==> src/rtl/pwm_pkg.sv <==
// Shared types and defaults for the PWM duty controller.
// Imported by the controller, its shadow register and its config interface.
package pwm_pkg;

  localparam int BITS_DEF = 4;
  localparam logic [BITS_DEF-1:0] PERIOD_RST_DEF = '1;

  typedef enum logic [1:0] {
    ST_IDLE  = 2'd0,
    ST_RUN   = 2'd1,
    ST_DRAIN = 2'd2
  } state_t;

endpackage

==> src/rtl/pwm_duty_ctrl_if.sv <==
// Configuration valid/ready channel for the PWM duty controller.
// The master offers period/duty; the slave answers with ready.
interface pwm_duty_ctrl_if
  import pwm_pkg::*;
#(
  parameter int BITS = BITS_DEF
);

  logic            cfg_valid;
  logic            cfg_ready;
  logic [BITS-1:0] cfg_period;
  logic [BITS-1:0] cfg_duty;

  modport master (
    output cfg_valid,
    output cfg_period,
    output cfg_duty,
    input  cfg_ready
  );

  modport slave (
    input  cfg_valid,
    input  cfg_period,
    input  cfg_duty,
    output cfg_ready
  );

endinterface

==> src/rtl/pwm_shadow_reg.sv <==
// Pending/active period and duty register pair.
// Active values change only by direct load or by applying the pending pair.
module pwm_shadow_reg
  import pwm_pkg::*;
#(
  parameter int              BITS       = BITS_DEF,
  parameter logic [BITS-1:0] PERIOD_RST = {BITS{1'b1}}
) (
  input  logic            clk,
  input  logic            reset,
  input  logic            load_direct,
  input  logic            load_pending,
  input  logic            apply,
  input  logic [BITS-1:0] period_in,
  input  logic [BITS-1:0] duty_in,
  output logic [BITS-1:0] period_act,
  output logic [BITS-1:0] duty_act,
  output logic            pending
);

  logic [BITS-1:0] period_pnd;
  logic [BITS-1:0] duty_pnd;

  always_ff @(posedge clk or posedge reset) begin
    if (reset) begin
      period_act <= PERIOD_RST;
      duty_act   <= '0;
      period_pnd <= '0;
      duty_pnd   <= '0;
      pending    <= 1'b0;
    end else begin
      if (load_direct) begin
        period_act <= period_in;
        duty_act   <= duty_in;
      end else if (apply) begin
        period_act <= period_pnd;
        duty_act   <= duty_pnd;
        pending    <= 1'b0;
      end
      if (load_pending) begin
        period_pnd <= period_in;
        duty_pnd   <= duty_in;
        pending    <= 1'b1;
      end
    end
  end

endmodule

==> src/rtl/pwm_duty_ctrl.sv <==
// PWM control stage: start/stop FSM, counter drive, duty compare.
// Period/duty updates are double-buffered to land on a period boundary.
module pwm_duty_ctrl
  import pwm_pkg::*;
#(
  parameter int              BITS       = BITS_DEF,
  parameter logic [BITS-1:0] PERIOD_RST = {BITS{1'b1}}
) (
  input  logic            clk,
  input  logic            reset,
  input  logic            start,
  input  logic            stop,
  pwm_duty_ctrl_if.slave  cfg,
  input  logic [BITS-1:0] cnt_q,
  output logic            cnt_enable,
  output logic [BITS-1:0] cnt_final,
  output logic            pwm_out,
  output logic            period_tick,
  output logic            busy
);

  state_t          state;
  state_t          state_nx;
  logic [BITS-1:0] period_act;
  logic [BITS-1:0] duty_act;
  logic            pending;
  logic            xfer;
  logic            wrap;
  logic            idle;

  assign idle       = (state == ST_IDLE);
  assign busy       = !idle;
  assign cnt_enable = busy;
  assign cnt_final  = period_act;
  assign wrap       = cnt_enable && (cnt_q == period_act);
  assign period_tick = wrap;
  assign pwm_out    = busy && (cnt_q < duty_act);

  assign cfg.cfg_ready = !pending;
  assign xfer          = cfg.cfg_valid && !pending;

  // A pending pair left over in IDLE (accepted on the final DRAIN wrap)
  // is applied right away so cfg_ready cannot stay low while idle.
  pwm_shadow_reg #(
    .BITS       (BITS),
    .PERIOD_RST (PERIOD_RST)
  ) u_shadow (
    .clk          (clk),
    .reset        (reset),
    .load_direct  (xfer && idle),
    .load_pending (xfer && !idle),
    .apply        (pending && (wrap || idle)),
    .period_in    (cfg.cfg_period),
    .duty_in      (cfg.cfg_duty),
    .period_act   (period_act),
    .duty_act     (duty_act),
    .pending      (pending)
  );

  always_ff @(posedge clk or posedge reset) begin
    if (reset) state <= ST_IDLE;
    else       state <= state_nx;
  end

  always_comb begin
    state_nx = state;
    unique case (1'b1)
      (state == ST_RUN): begin
        if (stop) state_nx = ST_DRAIN;
      end
      (state == ST_DRAIN): begin
        if (start)     state_nx = ST_RUN;
        else if (wrap) state_nx = ST_IDLE;
      end
      default: begin
        if (start) state_nx = ST_RUN;
        else       state_nx = ST_IDLE;
      end
    endcase
  end

endmodule

==> src/flat_wrapper.sv <==
// flat-port wrapper written by rule: the top's interface ports become plain ports
module pwm_duty_ctrl_flat import pwm_pkg::*;
#(
  parameter int              BITS       = BITS_DEF,
  parameter logic [BITS-1:0] PERIOD_RST = {BITS{1'b1}}
)
  (clk, reset, start, stop, cnt_q, cnt_enable, cnt_final, pwm_out, period_tick, busy, cfg_cfg_valid, cfg_cfg_period, cfg_cfg_duty, cfg_cfg_ready);
  pwm_duty_ctrl_if #(.BITS(BITS)) cfg_i ();
  input  logic clk;
  input  logic reset;
  input  logic start;
  input  logic stop;
  input  logic [BITS-1:0] cnt_q;
  output logic cnt_enable;
  output logic [BITS-1:0] cnt_final;
  output logic pwm_out;
  output logic period_tick;
  output logic busy;
  input wire logic [$bits(cfg_i.cfg_valid)-1:0] cfg_cfg_valid;
  input wire logic [$bits(cfg_i.cfg_period)-1:0] cfg_cfg_period;
  input wire logic [$bits(cfg_i.cfg_duty)-1:0] cfg_cfg_duty;
  output wire logic [$bits(cfg_i.cfg_ready)-1:0] cfg_cfg_ready;
  assign cfg_i.cfg_valid = cfg_cfg_valid;
  assign cfg_i.cfg_period = cfg_cfg_period;
  assign cfg_i.cfg_duty = cfg_cfg_duty;
  assign cfg_cfg_ready = cfg_i.cfg_ready;
  pwm_duty_ctrl #(.BITS(BITS), .PERIOD_RST(PERIOD_RST)) u_core (.clk(clk), .reset(reset), .start(start), .stop(stop), .cfg(cfg_i), .cnt_q(cnt_q), .cnt_enable(cnt_enable), .cnt_final(cnt_final), .pwm_out(pwm_out), .period_tick(period_tick), .busy(busy));
endmodule
==> config.mk <==
export PLATFORM = sky130hd
export DESIGN_NAME = pwm_duty_ctrl_flat
export DESIGN_NICKNAME = d
export VERILOG_FILES = /design/src/rtl/pwm_pkg.sv /design/src/rtl/pwm_duty_ctrl_if.sv /design/src/rtl/pwm_shadow_reg.sv /design/src/rtl/pwm_duty_ctrl.sv /design/src/flat_wrapper.sv
export SDC_FILE = /design/constraint.sdc
export NUM_CORES = 1
export LEC_CHECK = 0
export CORE_ASPECT_RATIO = 1.25
export CORE_MARGIN = 10
export CORE_UTILIZATION = 50
export CTS_CLUSTER_DIAMETER = 50
export DETAILED_ROUTE_END_ITERATION = 12
export PLACE_DENSITY = 0.82
export SYNTH_ARGS = -nofsm -noshare
export SYNTH_HDL_FRONTEND = slang
export SYNTH_SLANG_ARGS = --single-unit
==> constraint.sdc <==
create_clock -name clk -period 3.7 [get_ports clk]
set_input_delay 0.74 -clock clk [delete_from_list [all_inputs] [get_ports clk]]
set_output_delay 0.74 -clock clk [all_outputs]
set_load 0.01 [all_outputs]
==> qor.txt <==
==============================================================================
Run status                                                           completed
Antenna diodes                                                               0
RD Place Congestion                                                     0.8000
Initial standard-cell utilization of the core                           0.5404
Clock sink count                                                            19
Slack of the worst reg-to-reg path                                     1.93 ns
Crit Path Category                                                input port to output port
# port buffers                                                              25
Die span in x                                                         59.77 um
Termination of the worst setup path                                    pwm_out
Net Count, Synth                                                            97
Final sum of negative setup slack                                         0 ns
Clock tree from TritonCTS                                                 done
P_sw                                                                  333.0 uW
Most frequent cells in the layout                                 25 x clkdlybuf4s50_1, 15 x dfrtp_1, 13 x mux2_2, 6 x inv_1, 6 x mux2i_1
Most common cell after layout, fill and taps aside                clkdlybuf4s50_1
Number of global-route vias before repair                                  722
Reg2reg path depth                                                           4
Startpoint of the most critical register-to-register path         u_core.u_shadow.period_act[2]$_DFFE_PP1P_
Synthesized instance count                                                  77
H-tree levels                                                                1
Slew headroom                                                           0.5275
Nets                                                                       126
Transition time of the tightest slew-check pin                       0.7080 ns
Power density over the cells                                      766.2 nW/um^2
Die Y                                                                 69.71 um
Unrepaired setup endpoints after global routing                          false
Vias per std cell                                                        5.411
Fmax achieved                                                        299.2 MHz
Hold-fix buffers at CTS                                                      0
Share of power burned in registers                                       0.396
GRT Overall Usage                                                      0.09566
Overall die area                                                     4167 um^2
Library cell used as clock root buffer                                clkbuf_4
Antenna violations before repair                                             0
Placeable Area                                                       1829 um^2
Fillcell total                                                             140
Count of pins over their slew limit                                          0
Crit end category                                                  output port
Inserted Clock Buffers                                                       3
Distinct cells, synth                                                       23
Critical Path Source Type                                           input port
Drc violations                                                               0
CTS clock-pin slew for the worst setup and hold paths                  0.10 ns
Post-CTS setup repair buffer count                                           0
Final setup violating endpoints                                              0
Wire length of the first global-routing pass                           3194 um
Post-placement cell count                                                  120
Insertion delay of the later-clocked pin in the worst-skew pair        0.30 ns
Number of buffers on the longest clock path                                  2
Router iterations before antenna repair                                      5
Max VDD drop                                                         0.4247 mV
Switching portion of total power                                        0.3389
Post-route insts no fill                                                   124
Worst-path fanout max                                                        2
Cell area after synthesis                                           988.4 um^2
Combinational Power Share                                                0.497
Startpoint of the most critical hold path                         u_core.u_shadow.period_pnd[0]$_DFFE_PP0P_
Fraction of layout cells with a size suffix above 1                     0.2571
Crit path launch                                                      cnt_q[1]
Data arrival at the endpoint of the critical path                      2.60 ns
Count of pins on the block boundary                                         26
Count of synthesis-stage warnings from yosys                                 0
Cells resized by post-CTS repair                                             0
Internal power consumption                                            649.6 uW
Final-report hold violation count                                            0
DP HPWL                                                                1530 um
Fraction of the cycle the final worst path needs                        0.9035
Synth Area per Inst                                                 12.84 um^2
Area grow syn2layout                                                    29.75%
Yosys reg bits                                                              19
Routed Antenna Nets                                                          0
Routed length per instance                                            15.34 um
Static leakage                                                    0.0005417 uW
Largest clock skew in the final design                             0.008855 ns
Routed Wire Length                                                     1902 um
FP Rows                                                                     17
Overall via count from detail_route                                        671
Capturing point of the worst reg2reg path                         u_core.u_shadow.duty_act[0]$_DFFE_PP0P_
Critical path required time                                            2.96 ns
Final worst path period need                                          3.343 ns
Largest net degree at the start of global routing                           20
Hold crit path type                                               flip-flop to flip-flop
Max-capacitance violation count                                              0
Remaining Overflow, GRT                                                      0
Total power                                                           982.7 uW
Clock group share of total power                                         0.106
Sequential-to-total area share from yosys stat                          0.4861
Starting DRT DRC Count                                                      10
==============================================================================
[how the worst min path moves through the flow]
stage / to / slack [ns] / cells after the start
2_1_floorplan: u_core.u_shadow.duty_pnd[0]$_DFFE_PP0P_ / 0.47 / 1
5_1_grt: u_core.u_shadow.period_pnd[2]$_DFFE_PP0P_ / 0.53 / 1
4_1_cts: u_core.u_shadow.period_pnd[0]$_DFFE_PP0P_ / 0.51 / 1
3_3_place_gp: u_core.u_shadow.period_pnd[1]$_DFFE_PP0P_ / 0.48 / 1
6_report: u_core.u_shadow.period_pnd[0]$_DFFE_PP0P_ / 0.51 / 1
3_5_place_dp: u_core.u_shadow.period_pnd[0]$_DFFE_PP0P_ / 0.49 / 1
[worst max-delay path: stages]
cell	delay [ns]
clkdlybuf4s50_1	0.44
ha_1	0.30
a21o_1	0.15
a21o_1	0.17
a211oi_1	0.23
clkdlybuf4s50_1	0.58
[metrics by stage]
stage	utilization	cell area (um^2)	hold slack, ns	setup WS, ns
after floorplan	-	988.4	0.4733	1.277
after global placement	0.6860	1255	0.4817	0.3615
after detailed placement	0.6860	1255	0.4898	0.3425
after CTS	0.7011	1282	0.5135	0.3460
after global routing	0.7011	1282	0.5345	0.2513
final	0.7011	1282	0.5093	0.3572
[kinds of logic (layout without fill, tap and decap cells)]
logic type      Yosys count  after routing  share of synthesized area
mux                      24             24                     0.2658
compound gates            8              8                    0.06076
xor+xnor                  4              4                    0.03544
simple gates             11             11                    0.07975
buf+inv                   8             36                    0.03417
flops                    19             19                     0.4861
fa+ha+maj                 3              3                    0.03798
[power groups by stage]
stage	registers [uW]	logic, uW	clock network (uW)
floorplan	392	329	0
global placement	389	488	0
detailed placement	395	498	0
CTS	391	499	110
global route	402	540	118
finish	390	489	104
[final cells by class]
type	instances	area, um^2	share of cell area
timing repair buffer	25	250.2	0.1951
tap	19	23.77	0.01854
multi-input combinational	50	474.2	0.3698
clock inverter	1	5.005	0.003902
inverter	7	26.28	0.02049
clock buffer	3	22.52	0.01756
sequential	19	480.5	0.3746
[synth_stat cells, drive strengths merged]
cell	n	area share
nand3b	1	0.0076
nor2	4	0.033
ha	3	0.038
xnor2	4	0.035
nand2	2	0.0076
dfrtp	15	0.38
nand2b	3	0.019
o22ai	1	0.0063
mux2i	6	0.061
nand4	1	0.013
mux2	18	0.21
o21ai	1	0.0051
dfstp	4	0.11
a21oi	3	0.027
inv	7	0.027
a211oi	1	0.0076
buf	1	0.0076
a21o	2	0.015
[sequential cells by signal, summed over array words and instances (netlist names)]
name	flops
u_core.u_shadow.period_pnd	4
u_core.u_shadow.period_act	4
u_core.u_shadow.duty_pnd	4
u_core.u_shadow.pending	1
u_core.state	2
u_core.u_shadow.duty_act	4
[routing by layer]
layer / vias up / global-route usage / routed length [um]
met5: - / 0 / 0
met4: 0 / 0.03731 / 27
met3: 5 / 0.03839 / 144
met2: 17 / 0.1450 / 944
met1: 326 / 0.1151 / 786
li1: 323 / - / -
(Power assumes the default switching activity.)
